$ cat config.mk
export PLATFORM = sky130hd
export DESIGN_NAME = decoder_strobe
export DESIGN_NICKNAME = d
export VERILOG_FILES = /design/src/rtl/decoder_strobe.sv
export SDC_FILE = /design/constraint.sdc
export NUM_CORES = 1
export LEC_CHECK = 0
export ABC_AREA = 1
export CAP_MARGIN = 40
export CORE_ASPECT_RATIO = 0.6
export CORE_MARGIN = 2
export CORE_UTILIZATION = 45
export DETAILED_ROUTE_END_ITERATION = 7
export GPL_TIMING_DRIVEN = 0
export PLACE_DENSITY = 0.69
export SLEW_MARGIN = 20
export SYNTH_ARGS = -nofsm -noshare
export SYNTH_HDL_FRONTEND = slang
export SYNTH_SLANG_ARGS = --single-unit
$ cat constraint.sdc
create_clock -name clk -period 2.2 [get_ports clk]
set_clock_uncertainty 0.2 [all_clocks]
set_input_delay 0.33 -clock clk [delete_from_list [all_inputs] [get_ports clk]]
set_output_delay 0.33 -clock clk [all_outputs]
set_load 0.005 [all_outputs]
$ cat src/rtl/decoder_strobe.sv
// decoder_strobe: buffered 3-to-8 one-hot decoder with fixed-width strobes.
// Codes arrive over a valid/ready handshake into a small circular FIFO. Each
// code is played out as a one-hot strobe on y for HOLD cycles, followed by a
// one-cycle all-zero gap during which done pulses.
//
// Ports:
//   clk       - rising-edge clock
//   rst_n     - synchronous active-low reset
//   en        - launch enable; gates only the start of new strobes
//   din       - code to decode
//   din_valid - din is valid; pushed when din_valid && din_ready
//   din_ready - FIFO not full (derived from registered level)
//   y         - registered one-hot strobe, zero when idle
//   done      - registered one-cycle pulse in the gap after each strobe
//   busy      - FSM not idle or FIFO non-empty
//   level     - FIFO occupancy
module decoder_strobe #(
  parameter int unsigned IN_W  = 3,
  parameter int unsigned HOLD  = 4,
  parameter int unsigned DEPTH = 4
) (
  input  logic                       clk,
  input  logic                       rst_n,
  input  logic                       en,
  input  logic [IN_W-1:0]            din,
  input  logic                       din_valid,
  output logic                       din_ready,
  output logic [(1<<IN_W)-1:0]       y,
  output logic                       done,
  output logic                       busy,
  output logic [$clog2(DEPTH):0]     level
);

  localparam int unsigned OW = 1 << IN_W;
  localparam int unsigned PW = $clog2(DEPTH);
  localparam int unsigned LW = PW + 1;
  localparam int unsigned CW = (HOLD > 1) ? $clog2(HOLD) : 1;

  typedef enum logic [1:0] {IDLE, DRIVE, GAP} state_t;

  state_t          state, state_d;
  logic [OW-1:0]   y_d;
  logic            done_d;
  logic [CW-1:0]   hold_cnt, hold_cnt_d;
  logic [IN_W-1:0] mem [DEPTH];
  logic [PW-1:0]   wptr, rptr;
  logic            full, empty, push, pop;

  // FIFO status comes from the registered level only, so a pop never
  // frees a slot for a push in the same cycle.
  assign full      = (level == LW'(DEPTH));
  assign empty     = (level == '0);
  assign din_ready = !full;
  assign push      = din_valid && !full;
  assign busy      = (state != IDLE) || !empty;

  // Next-state and output decode
  always_comb begin
    state_d    = state;
    y_d        = y;
    done_d     = 1'b0;
    hold_cnt_d = hold_cnt;
    pop        = 1'b0;
    case (state)
      IDLE: begin
        if (en && !empty) begin
          pop        = 1'b1;
          y_d        = OW'(1) << mem[rptr];
          hold_cnt_d = CW'(HOLD - 1);
          state_d    = DRIVE;
        end
      end
      DRIVE: begin
        if (hold_cnt == '0) begin
          y_d     = '0;
          done_d  = 1'b1;
          state_d = GAP;
        end else begin
          hold_cnt_d = hold_cnt - CW'(1);
        end
      end
      GAP: begin
        state_d = IDLE;
      end
      default: begin
        state_d = IDLE;
        y_d     = '0;
      end
    endcase
  end

  // State, output and FIFO control registers
  always_ff @(posedge clk) begin
    if (!rst_n) begin
      state    <= IDLE;
      y        <= '0;
      done     <= 1'b0;
      hold_cnt <= '0;
      wptr     <= '0;
      rptr     <= '0;
      level    <= '0;
    end else begin
      state    <= state_d;
      y        <= y_d;
      done     <= done_d;
      hold_cnt <= hold_cnt_d;
      if (push) wptr <= wptr + PW'(1);
      if (pop)  rptr <= rptr + PW'(1);
      level    <= level + LW'(push) - LW'(pop);
    end
  end

  // FIFO storage; contents need no reset since pointers are flushed
  always_ff @(posedge clk) begin
    if (rst_n && push) mem[wptr] <= din;
  end

endmodule

==> results of run 1 <==
## cell families after synthesis
kind of cell	count (synthesis)	share of synthesized area (%)
AO/OA/AOI/OAI	17	5.974
XOR/XNOR	2	1.033
adder cells (fa/ha/maj)	8	6.342
buffers and inverters	35	8.334
flip-flops	34	47.20
AND/OR/NAND/NOR	105	31.12
## how the worst min path moves through the flow
| stage | start | slack [ns] | to | cells past startpoint |
|---|---|---|---|---|
| floorplan | hold_cnt[1]$_SDFFE_PN0P_ | 0.23 | hold_cnt[1]$_SDFFE_PN0P_ | 2 |
| global placement | hold_cnt[1]$_SDFFE_PN0P_ | 0.24 | hold_cnt[1]$_SDFFE_PN0P_ | 2 |
| detailed placement | hold_cnt[1]$_SDFFE_PN0P_ | 0.25 | hold_cnt[1]$_SDFFE_PN0P_ | 2 |
| CTS | hold_cnt[1]$_SDFFE_PN0P_ | 0.27 | hold_cnt[1]$_SDFFE_PN0P_ | 2 |
| global route | hold_cnt[1]$_SDFFE_PN0P_ | 0.28 | hold_cnt[1]$_SDFFE_PN0P_ | 2 |
| finish | hold_cnt[1]$_SDFFE_PN0P_ | 0.26 | hold_cnt[1]$_SDFFE_PN0P_ | 2 |
## routing by layer
metal | part of all wire [%] | GRT usage, %
met4 | 1.3 | 8.197
met1 | 55 | 21.91
met5 | 0 | 0
met2 | 39 | 20.97
met3 | 4.4 | 4.444
## synth_stat cells (all sizes together)
| library cell | n |
|---|---|
| a21oi | 7 |
| nor4 | 2 |
| dfxtp | 22 |
| o21ai | 9 |
| ha | 7 |
| nand3 | 12 |
| buf | 1 |
| xor2 | 2 |
| nor2 | 33 |
| a31oi | 1 |
| nand3b | 3 |
| fa | 1 |
| clkbuf | 1 |
| inv | 33 |
| nand2 | 55 |
| edfxtp | 12 |
## layout by cell type (no fill, tap or decap), types with 3 or more instances in the layout
cell type / Yosys / routed
o21ai_1: 6 / 6
nand2_1: 46 / 44
nand3_1: 6 / 5
clkbuf_8: 0 / 5
dfxtp_1: 22 / 20
nand3b_1: 3 / 3
nand2_2: 5 / 7
nor2_2: 3 / 4
clkbuf_1: 1 / 4
inv_2: 2 / 3
ha_1: 7 / 7
clkdlybuf4s50_1: 0 / 19
a21oi_2: 3 / 3
nand3_2: 5 / 6
nor2_1: 28 / 27
edfxtp_1: 12 / 12
inv_1: 30 / 29
nand2_4: 4 / 4
a21oi_1: 4 / 4
## layout make-up
type | count | area (um2) | share of cell area, %
multi-input combinational | 132 | 767.0 | 37.36
inverter | 33 | 126.4 | 6.155
sequential | 34 | 803.3 | 39.12
clock buffer | 8 | 80.08 | 3.900
timing repair buffer | 20 | 202.7 | 9.872
tap | 47 | 58.81 | 2.864
buffer | 2 | 15.01 | 0.7313
## through the flow
stage,instances,power (mW)
6_report,276,2.432
5_1_grt,276,2.633
4_1_cts,276,2.428
3_5_place_dp,268,1.985
3_3_place_gp,268,1.966
2_1_floorplan,201,1.629
## registers in the layout, indices dropped and copies added, names as in the netlist, named ones only
name / flops
hold_cnt: 2
rptr: 2
done: 1
y: 8
mem: 12
level: 3
state: 2
wptr: 2
## power groups by stage
stage,Sequential [mW],Combinational [mW],Clock (mW)
detailed placement,0.898,1.09,0
floorplan,0.894,0.734,0
CTS,0.886,1.09,0.448
global placement,0.896,1.07,0
finish,0.892,1.10,0.436
global route,0.909,1.24,0.481
## worst min-delay path, cell delays in order (launching register included)
cell and delay, ns:
dfxtp_1 0.32, o21ai_1 0.07, inv_1 0.04
==> results.json, run 1 <==
{
  "grt.total_usage_pct": 15.36,
  "io_pins": 21,
  "die_w_um": 83.27,
  "clock_power_share_pct": 17.9,
  "fin_area_um2": 2053,
  "combPwrFrac_pct": 45.4,
  "fin_setup_tns_ns": 0,
  "dr.pass1.iters": 4,
  "via_per_inst": 4.551,
  "slew_violations": 0,
  "crit_type": "flip-flop to flip-flop",
  "fin_crit_sh_pct": 95.27,
  "dieArea_um2": 4293,
  "syn2layout_area_growth_pct": 21.02,
  "cts_root_buffer": "clkbuf_8",
  "synth_top_area_cell": "dfxtp_1",
  "vias": 1256,
  "gp_congestion": 0.7556,
  "clk_pin_slew_ns": 0.06,
  "ir_drop_mv": 0.7916,
  "hpwl_um": 2286,
  "crit_start": "state[1]$_SDFFE_PN0P_",
  "dp_worst_setup_slack_ns": -0.2358,
  "cts_setup_buffers": 0,
  "cts_made_buffers": 5,
  "p_per_area_nw_per_um2": 1184,
  "layout-drive-gt1-share_pct": 17.47,
  "cp-endpoint": "level[1]$_SDFF_PN0_",
  "critPathLaunchType": "flip-flop",
  "switchingPower_mw": 0.9174,
  "crit_required_ns": 2.18,
  "fin_util_pct": 56.45,
  "crit_family": "adder cells",
  "min_period_ns": 2.096,
  "syn_inst": 201,
  "syn_area_um2": 1697,
  "grt_antenna_before_repair": 0,
  "initialDrtViolationCount": 44,
  "die_h_um": 51.56,
  "seqPwrFrac_pct": 36.7,
  "fillCellCount": 340,
  "p_sw_share_pct": 37.73,
  "max_freq_mhz": 477.1,
  "crit_cells": 9,
  "finalNetCount": 243,
  "p_leak_nw": 0.9089,
  "p_int_mw": 1.514,
  "antennaDiodeCount": 0,
  "drv_cap": 0,
  "crit_path_end_kind": "flip-flop",
  "grt_pass1_vias": 1121,
  "hold_path_class": "flip-flop to flip-flop",
  "placed_cell_area_um2": 1956,
  "initial_core_util_pct": 46.65,
  "setup_viol": 0,
  "relSlewSlack_pct": 68.10,
  "max_stage_delay_ns": 0.41,
  "tritoncts": "done",
  "status": "finished clean",
  "avgSynthCellArea_um2": 8.441,
  "clockBufferDepth": 2,
  "drc": 0,
  "overflow": 0,
  "numPortBuffers": 20,
  "worstPathArrival_ns": 2.07,
  "rows": 17,
  "htree_levels": 2,
  "cp_max_fo": 5,
  "rr_startpoint": "state[1]$_SDFFE_PN0P_",
  "cts_hold_buf": 0,
  "yosysWarnings": 0,
  "cp_num_buf_inv": 2,
  "cts_resized": 0,
  "hold_violations": 0,
  "hold_slack_ns": 0.2629,
  "worst_pin_slew_ns": 0.4784,
  "syn_nets": 216,
  "clock_sinks": 34,
  "synth_seq_cells": 34,
  "synth-seq-area-share_pct": 47.20,
  "ys_types": 27,
  "worstSkewPairLatency_ns": 0.28,
  "drt-wirelength-per-cell_um": 10.84,
  "route.final.wire_length_um": 2991,
  "reg2reg_slack_ns": 0.10,
  "grt_max_degree": 11,
  "reg2reg_depth": 9,
  "synth_area_leaders": "dfxtp_1, edfxtp_1, nand2_1",
  "synth.top_cell.area_share_pct": 25.96,
  "r2r-end": "level[1]$_SDFF_PN0_",
  "postRouteAntennaNets": 0,
  "core-area_um2": 3637,
  "path_cells": "nor2_4, nand2_4, nor2_4, ha_1, inv_1, ha_1, fa_1, nand2_1, inv_1",
  "cpMaxStageDelayCell": "fa_1",
  "setup_ws_ns": 0.1040,
  "grt_pass1_wl_um": 4988
}
Note: power is estimated with default switching activity, not from simulation.
==> inputs of run 2 (changes only) <==
--- a/config.mk
+++ b/config.mk
@@ -6,7 +6,7 @@
 export NUM_CORES = 1
 export LEC_CHECK = 0
 export ABC_AREA = 1
-export CAP_MARGIN = 40
+export CAP_MARGIN = 30
 export CORE_ASPECT_RATIO = 0.6
 export CORE_MARGIN = 2
 export CORE_UTILIZATION = 45
==> constraint.sdc (replaced) <==
create_clock -name clk -period 2 [get_ports clk]
set_clock_uncertainty 0.2 [all_clocks]
set_input_delay 0.3 -clock clk [delete_from_list [all_inputs] [get_ports clk]]
set_output_delay 0.3 -clock clk [all_outputs]
set_load 0.005 [all_outputs]
==> run 2 against run 1 <==
Fmax rose by 5.7%. Combinational power rose by 39%. Global-route usage rose by 2.9 points. Setup slack got worse by 0.086 ns. Final cell count rose by 4.3%. Sequential share of layout area fell by 2.3 points. Largest power group unchanged.
==> results.json, run 2 (same netlist as run 1, synthesis figures left out) <==
{
  "crit_family": "adder cells",
  "cts_made_buffers": 5,
  "cp_num_buf_inv": 3,
  "drc": 0,
  "cpMostUsedCell": "inv_2",
  "slew_violations": 0,
  "drt-wirelength-per-cell_um": 12.25,
  "grt_pass1_vias": 1304,
  "drv_cap": 0,
  "gp_congestion": 0.8070,
  "route.final.wire_length_um": 3528,
  "fillCellCount": 315,
  "dieArea_um2": 4293,
  "antennaDiodeCount": 0,
  "htree_levels": 2,
  "max_stage_delay_ns": 0.52,
  "crit_type": "flip-flop to flip-flop",
  "worst_pin_slew_ns": 0.4847,
  "p_per_area_nw_per_um2": 1380,
  "grt_antenna_before_repair": 0,
  "via_per_inst": 4.688,
  "hold_path_class": "flip-flop to flip-flop",
  "rsz0062_at_grt": "yes",
  "die_w_um": 83.27,
  "ir_drop_mv": 0.8239,
  "worstSkewPairLatency_ns": 0.29,
  "hpwl_um": 2476,
  "grt_pass1_wl_um": 5927,
  "crit_path_end_kind": "flip-flop",
  "status": "finished clean",
  "multi_input_area_um2": 815.8,
  "min_period_ns": 1.982,
  "initial_core_util_pct": 46.65,
  "path_cells": "nor2_4, nand2_2, inv_2, nor2_4, ha_4, inv_2, ha_4, fa_2, nand2_2, inv_2",
  "overflow": 0,
  "largest_reg_flops": 12,
  "dr.pass1.iters": 6,
  "regArea_um2": 814.5,
  "tritoncts": "done",
  "clockBufferDepth": 2,
  "max_freq_mhz": 504.4,
  "finalNetCount": 255,
  "cts_hold_buf": 0,
  "fin_util_pct": 60.75,
  "io_pins": 21,
  "cp_max_fo": 3,
  "mostFrequentLayoutCell": "nand2_1",
  "rows": 17,
  "numPortBuffers": 20,
  "core-area_um2": 3637,
  "relSlewSlack_pct": 67.69,
  "postRouteAntennaNets": 0,
  "die_h_um": 51.56,
  "cts_root_buffer": "clkbuf_8",
  "regMostFlops": "mem",
  "dp_worst_setup_slack_ns": -0.3841,
  "p_leak_nw": 0.9694,
  "clock_sinks": 34,
  "layout-drive-gt1-share_pct": 26.14,
  "worstPathArrival_ns": 2.02,
  "crit_required_ns": 2.03,
  "cpMaxStageDelayCell": "fa_2",
  "vias": 1350,
  "syn2layout_area_growth_pct": 30.24,
  "grt.total_usage_pct": 18.22,
  "hold_violations": 0,
  "critPathLaunchType": "flip-flop",
  "reg_top3": "mem (12), y (8), level (3)",
  "initialDrtViolationCount": 84,
  "layout_common_cells": "nand2_1, nor2_1, inv_1",
  "grt_max_degree": 11,
  "fin_crit_sh_pct": 99.12,
  "setup_ws_ns": 0.01761,
  "clk_pin_slew_ns": 0.07,
  "setup_viol": 0
}
==> run 2: routing by layer <==
metal / routed length, um / track usage, % / vias to the layer above / share of wire, %
li1: - / - / 708 / -
met1: 1868 / 25.08 / 609 / 53
met2: 1440 / 26.88 / 26 / 41
met3: 159 / 5.238 / 7 / 4.5
met4: 61 / 8.197 / 0 / 1.7
met5: 0 / 0 / - / 0
==> run 2: layout make-up <==
type                            instances  share of cell area (%)
Clock inverter                          2                  0.3398
Timing Repair Buffer                   32                   13.08
Tap cell                               47                   2.661
Inverter                               33                   5.719
Buffer                                  2                  0.6795
Multi-Input combinational cell        132                   36.92
Clock buffer                            6                   3.737
Sequential cell                        34                   36.86
==> run 2: power breakdown <==
part           internal (mW)  switching (mW)  total (mW)  leakage [nW]
Combinational          0.745           0.786        1.53         0.631
Clock                  0.271           0.247       0.517        0.0463
Sequential             0.888           0.114        1.00         0.292
==> run 2: path summary, 6_finish.rpt <==
check	start	end	slack [ns]	depth (start not counted)
hold / removal	hold_cnt[1]$_SDFFE_PN0P_	hold_cnt[1]$_SDFFE_PN0P_	0.27	2
setup reg to reg	level[1]$_SDFF_PN0_	level[1]$_SDFF_PN0_	0.02	10
setup / recovery	level[1]$_SDFF_PN0_	level[1]$_SDFF_PN0_	0.02	10
hold reg to reg	hold_cnt[1]$_SDFFE_PN0P_	hold_cnt[1]$_SDFFE_PN0P_	0.27	2
==> run 2: what timing repair did <==
action	4_1_cts	5_1_grt
pin swaps	6	1
setup buffers	11	1
endpoints found under the setup margin	3	3
resized for setup	14	8
==> run 2: worst min-delay path, delay by kind of cell, from the launching register on <==
kind	cells	cell delay (ns)
buf+inv	1	0.04
compound gates	1	0.07
flops	1	0.33
==> run 2: per-stage QoR <==
| stage | area (um2) | hold slack, ns | setup TNS, ns | total power, mW | cells |
|---|---|---|---|---|---|
| CTS | 2165 | 0.2757 | 0 | 2.971 | 287 |
| detailed placement | 1959 | 0.2552 | -0.7745 | 2.201 | 268 |
| global route | 2210 | 0.2931 | -0.07698 | 3.292 | 288 |
| global placement | 1959 | 0.2490 | -0.8062 | 2.181 | 268 |
| finish | 2210 | 0.2693 | 0 | 3.050 | 288 |
| floorplan | 1700 | 0.1989 | 0 | 1.800 | 201 |
